File: config.mk
export PLATFORM = sky130hd
export DESIGN_NAME = sdram_frame_reader
export DESIGN_NICKNAME = d
export VERILOG_FILES = /design/src/rtl/sdram_frame_reader.sv
export SDC_FILE = /design/constraint.sdc
export NUM_CORES = 2
export LEC_CHECK = 0
export BUFFER_PORTS_ARGS = -buffer_cell sky130_fd_sc_hd__buf_2
export CAP_MARGIN = 15
export CORE_MARGIN = 1.5
export CORE_UTILIZATION = 50
export DETAILED_ROUTE_END_ITERATION = 7
export HOLD_SLACK_MARGIN = 0.03
export PLACE_DENSITY = 0.68
export SLEW_MARGIN = 0
export SYNTH_ARGS = -nofsm -noshare
export SYNTH_HDL_FRONTEND = slang
export SYNTH_SLANG_ARGS = --single-unit
File: constraint.sdc
create_clock -name clk100 -period 4.54 [get_ports clk100]
set_input_delay 0.908 -clock clk100 [delete_from_list [all_inputs] [get_ports clk100]]
set_output_delay 0.908 -clock clk100 [all_outputs]
set_load 0.02 [all_outputs]
File: src/rtl/sdram_frame_reader.sv
// Avalon-MM burst read master: fetches one frame from the HPS f2h_sdram port
// and streams it out through a first-word-fall-through FIFO.
module sdram_frame_reader #(
  parameter int ADDR_W     = 29,
  parameter int DATA_W     = 64,
  parameter int BURST_W    = 8,
  parameter int BURST_LEN  = 16,
  parameter int FIFO_DEPTH = 64,
  parameter int CNT_W      = 24
) (
  input  logic              clk100,
  input  logic              reset,
  input  logic              start,
  input  logic [ADDR_W-1:0] base_addr,
  input  logic [CNT_W-1:0]  frame_words,
  output logic              busy,
  output logic              done,
  output logic [ADDR_W-1:0] avm_address,
  output logic [BURST_W-1:0] avm_burstcount,
  output logic              avm_read,
  input  logic              avm_waitrequest,
  input  logic [DATA_W-1:0] avm_readdata,
  input  logic              avm_readdatavalid,
  output logic [DATA_W-1:0] out_data,
  output logic              out_valid,
  input  logic              out_ready,
  output logic              out_sof,
  output logic              out_eof
);

  localparam int AW = $clog2(FIFO_DEPTH);
  localparam int OW = AW + 1;
  localparam int SW = AW + 2;

  typedef enum logic [1:0] {IDLE, REQ, HOLD, DRAIN} state_t;

  state_t             state, state_next;
  logic [ADDR_W-1:0]  addr_q;
  logic [BURST_W-1:0] burst_q, len_c;
  logic [CNT_W-1:0]   remaining, frame_len, pop_idx, len_src;
  logic [OW-1:0]      fifo_count, outstanding;
  logic [AW-1:0]      wr_ptr, rd_ptr;
  logic [DATA_W-1:0]  mem [FIFO_DEPTH];
  logic               done_q, accept, push, pop, credit_ok;
  logic               start_frame, start_empty, last_burst;

  assign start_frame = (state == IDLE) && start && (frame_words != '0);
  assign start_empty = (state == IDLE) && start && (frame_words == '0);

  // Credit is always free at frame start, so the first burst is loaded straight from IDLE.
  assign len_src    = (state == IDLE) ? frame_words : remaining;
  assign len_c      = (len_src >= CNT_W'(BURST_LEN)) ? BURST_W'(BURST_LEN) : len_src[BURST_W-1:0];
  assign credit_ok  = (SW'(fifo_count) + SW'(outstanding) + SW'(len_c)) <= SW'(FIFO_DEPTH);
  assign accept     = (state == HOLD) && !avm_waitrequest;
  assign last_burst = (remaining == CNT_W'(burst_q));
  assign push       = avm_readdatavalid && (outstanding != '0);
  assign pop        = out_valid && out_ready;

  always_ff @(posedge clk100) begin
    if (reset) state <= IDLE;
    else       state <= state_next;
  end

  always_comb begin
    state_next = state;
    case (state)
      IDLE:    if (start_frame) state_next = HOLD;
      REQ:     if (credit_ok) state_next = HOLD;
      HOLD:    if (accept) state_next = last_burst ? DRAIN : REQ;
      DRAIN:   if (pop && out_eof) state_next = IDLE;
      default: state_next = IDLE;
    endcase
  end

  always_comb begin
    busy           = (state != IDLE);
    avm_read       = (state == HOLD);
    avm_address    = addr_q;
    avm_burstcount = burst_q;
    done           = done_q;
    out_valid      = (fifo_count != '0);
    out_data       = out_valid ? mem[rd_ptr] : '0;
    out_sof        = out_valid && (pop_idx == '0);
    out_eof        = out_valid && (pop_idx == frame_len - CNT_W'(1));
  end

  always_ff @(posedge clk100) begin
    if (reset) begin
      addr_q      <= '0;
      burst_q     <= '0;
      remaining   <= '0;
      frame_len   <= '0;
      pop_idx     <= '0;
      outstanding <= '0;
      fifo_count  <= '0;
      wr_ptr      <= '0;
      rd_ptr      <= '0;
      done_q      <= 1'b0;
    end else begin
      done_q <= start_empty || (pop && out_eof);
      if (start_frame) begin
        addr_q    <= base_addr;
        remaining <= frame_words;
        frame_len <= frame_words;
        burst_q   <= len_c;
        pop_idx   <= '0;
      end else if ((state == REQ) && credit_ok) begin
        burst_q <= len_c;
      end else if (accept) begin
        addr_q    <= addr_q + ADDR_W'(burst_q);
        remaining <= remaining - CNT_W'(burst_q);
      end
      if (pop) begin
        pop_idx <= pop_idx + CNT_W'(1);
        rd_ptr  <= rd_ptr + AW'(1);
      end
      if (push) wr_ptr <= wr_ptr + AW'(1);
      // Accept and return in the same cycle net out against each other.
      outstanding <= outstanding + (accept ? OW'(burst_q) : '0) - (push ? OW'(1) : '0);
      case ({push, pop})
        2'b10:   fifo_count <= fifo_count + OW'(1);
        2'b01:   fifo_count <= fifo_count - OW'(1);
        default: fifo_count <= fifo_count;
      endcase
    end
  end

  always_ff @(posedge clk100) begin
    if (push) mem[wr_ptr] <= avm_readdata;
  end

  fifo_no_overflow: assert property (@(posedge clk100) disable iff (reset)
    push |-> (fifo_count != OW'(FIFO_DEPTH)));

endmodule

==> metrics.yaml <==
rrSetupSlack_ns: -0.07
placed_area_um2: 174000
overflow: 0
path_cells: "buf_12, buf_16, buf_16, buf_12, mux4_2, mux4_2, mux4_2, and2_4, buf_6"
status: "complete, but fails checks"
pin_count: 230
synth_ff_type: "edfxtp_1"
reg2reg_depth: 20
whs_path_depth: 3
hp-class: "primary input to flop"
fin_area_um2: 192000
grt_max_degree: 84
dp_hpwl_um: 225000
min_period_ns: 4.92
synthTopCellsByArea: "edfxtp_1, mux4_2, dfxtp_1, clkbuf_1, nor2_1"
start_util: 0.502
synth.top_cells.by_count: "edfxtp_1, mux4_2, clkbuf_1"
async_flop_share: 0
dr.pass1.iters: 5
drive_gt1_frac: 0.347
crit_required_ns: 3.63
slew_headroom: 0.245
fin_nets: 8001
instances_no_fill: 12500
drv_slew: 0
critical-path-slowest-cell: "mux4_2"
timing.rr.start: "remaining[19]"
clock_sinks: 4240
holdPathEnd: "avm_address[13]"
rsz0062_at_grt: "yes"
p_leak_nw: 58.9
die_h_um: 576
antenna_left: 0
dr_wl_met2_um: 223000
yosysWarnings: 0
hold_buffers: 0
drc: 0
finalSetupViolations: 69
synth_largest_area_cell: "edfxtp_1"
cts_tree: "built"
synth.distinct_cells: 74
worst_slack_ns: -0.384
drtIter0Drc: 11500
worst_path_largest_cell_delay_ns: 0.61
rows: 210
critical_path.max_fanout: 7
synth_top_cell_area_share: 0.749
htreeDepth: 5
startpoint_type: "flop"
num_vias: 82700
cts_buffers: 422
syn_inst: 7034
total_power_mw: 98.5
grt_pass1_vias: 81800
clk_pin_slew_ns: 0.06
postSynthAreaPerCell_um2: 23.3
avgViaCountPerCell: 6.60
grt_usage: 0.273
post-route-period-util: 1.08
clock.fmax_mhz: 203
clk_latency_ns: 1.01
worstMarginPinSlew_ns: 1.13
wirelength_met1_um: 168000
gp_congestion: 0.819
holdCritStartpoint: "base_addr[13]"
grt_pass1_wl_um: 633000
antenna_found_initial: 32
drt-total-wl_um: 456000
vdd_ir_drop_max_v: 0.000596
cp.arrival_ns: 4.02
dieArea_um2: 332000
place_ws_ns: -0.399
dp_cells: 11600
synth_area_um2: 164000
violations: "negative setup slack"
dieWidth_um: 576
cts_buffer_depth: 4
drv_cap: 0
yosys.cell_count.top_type: "edfxtp_1"
yosys_register_bits: 4240
cp_common_cell: "mux4_2"
pwr_density_cell_nw_per_um2: 513
top_layer: "met5"
area_growth_pct: 17.0
reg2reg_to: "avm_burstcount[1]"
finish.utilization: 0.588
wl_met3_um: 50100
portBuffers: 229
seq_area_frac_synth: 0.767
cts_root_buf: "clkbuf_16"
hold_viol: 0
critPathCaptureType: "output port"
post_drt_wl_per_cell_um: 36.4
core-area_um2: 327000
synth-edff-count: 4096
worstSetupPathType: "flop to output port"
skew_ns: 0.0556
==> worst max-delay path by stage <==
stage	end	slack, ns	depth (start not counted)
after floorplan	mem[63][0]	-0.22	4
after global placement	avm_burstcount[2]	-0.35	19
after detailed placement	avm_burstcount[1]	-0.40	19
after CTS	out_data[21]	-0.45	10
after global routing	out_data[14]	-0.44	10
final	out_data[53]	-0.38	9
==> logic make-up (layout without fill, tap and decap cells) <==
group                    count (synthesis)  in the layout  synth area share
adder cells (fa/ha/maj)                 57             57           0.00489
AO/OA/AOI/OAI                          247            247           0.00976
XOR/XNOR                                72             72           0.00384
multiplexers                          1365           1365             0.186
flip-flops                            4240           4240             0.767
buffers and inverters                  439           1576            0.0104
AND/OR/NAND/NOR                        613            613            0.0185
other                                    1             14         0.0000228
==> cell type report <==
type	instances	area (µm²)
Antenna cell	12	30.0
Clock buffer	528	11100
Clock inverter	247	2040
Fill cell	22600	135000
Inverter	69	267
Multi-Input combinational cell	2356	37400
Sequential cell	4240	126000
Tap cell	4346	5440
Timing Repair Buffer	732	9810
==> placed cells by master (no fill, tap or decap), drive strengths merged, types with 13 or more instances in the layout <==
cell and count:
nand2 138, bufinv 29, inv 84, nor2b 18, edfxtp 4096, a21oi 82
and3 14, mux4 1344, and2 70, dfxtp 144, o211ai 13, clkinvlp 13
buf 700, or3 16, xnor2 45, a211oi 14, nand3 38, clkbuf 557
clkinv 190, ha 45, nor4 32, nand3b 15, nor3 38, a31oi 28
nand4 16, xor2 27, nor2 183, o21ai 38
==> per-stage QoR <==
step / hold slack [ns] / setup TNS, ns
after floorplan: 0.449 / -546.36
after detailed placement: 0.482 / -3.47
final: 0.204 / -20.82
after global placement: 0.457 / -2.94
after global routing: 0.206 / -26.27
after CTS: 0.127 / -25.69
==> registers in the layout, summed over array words and instances (netlist names), named ones only <==
name            cells
pop_idx            24
rd_ptr              6
done                1
fifo_count          7
state               2
remaining          24
frame_len          24
mem              4096
avm_burstcount      8
avm_address        29
outstanding         7
wr_ptr              6
==> per-layer routing <==
layer / up-vias / track usage
li1: 31800 / -
met1: 44700 / 0.382
met2: 5290 / 0.443
met3: 898 / 0.0471
met4: 26 / 0.0837
met5: - / 0
==> worst max-delay path, delay by kind of cell, from the launching register on <==
kind,cells,cell delay (ns)
AND/OR/NAND/NOR,1,0.21
buffers and inverters,5,0.82
multiplexers,3,1.61
flip-flops,1,0.38
==> where the power goes <==
part,switching (mW),internal [mW]
Sequential,0.383,43.5
Clock,14.7,19.0
Combinational,10.3,10.6
Total,25.4,73.1
==> what timing repair did <==
action                     4_1_cts  5_1_grt
setup endpoints to repair       75       75
pin swaps                       27       23
buffers inserted                67       16
gates cloned                    58       33
resized for setup              267      109
Note: power is estimated with default switching activity, not from simulation.
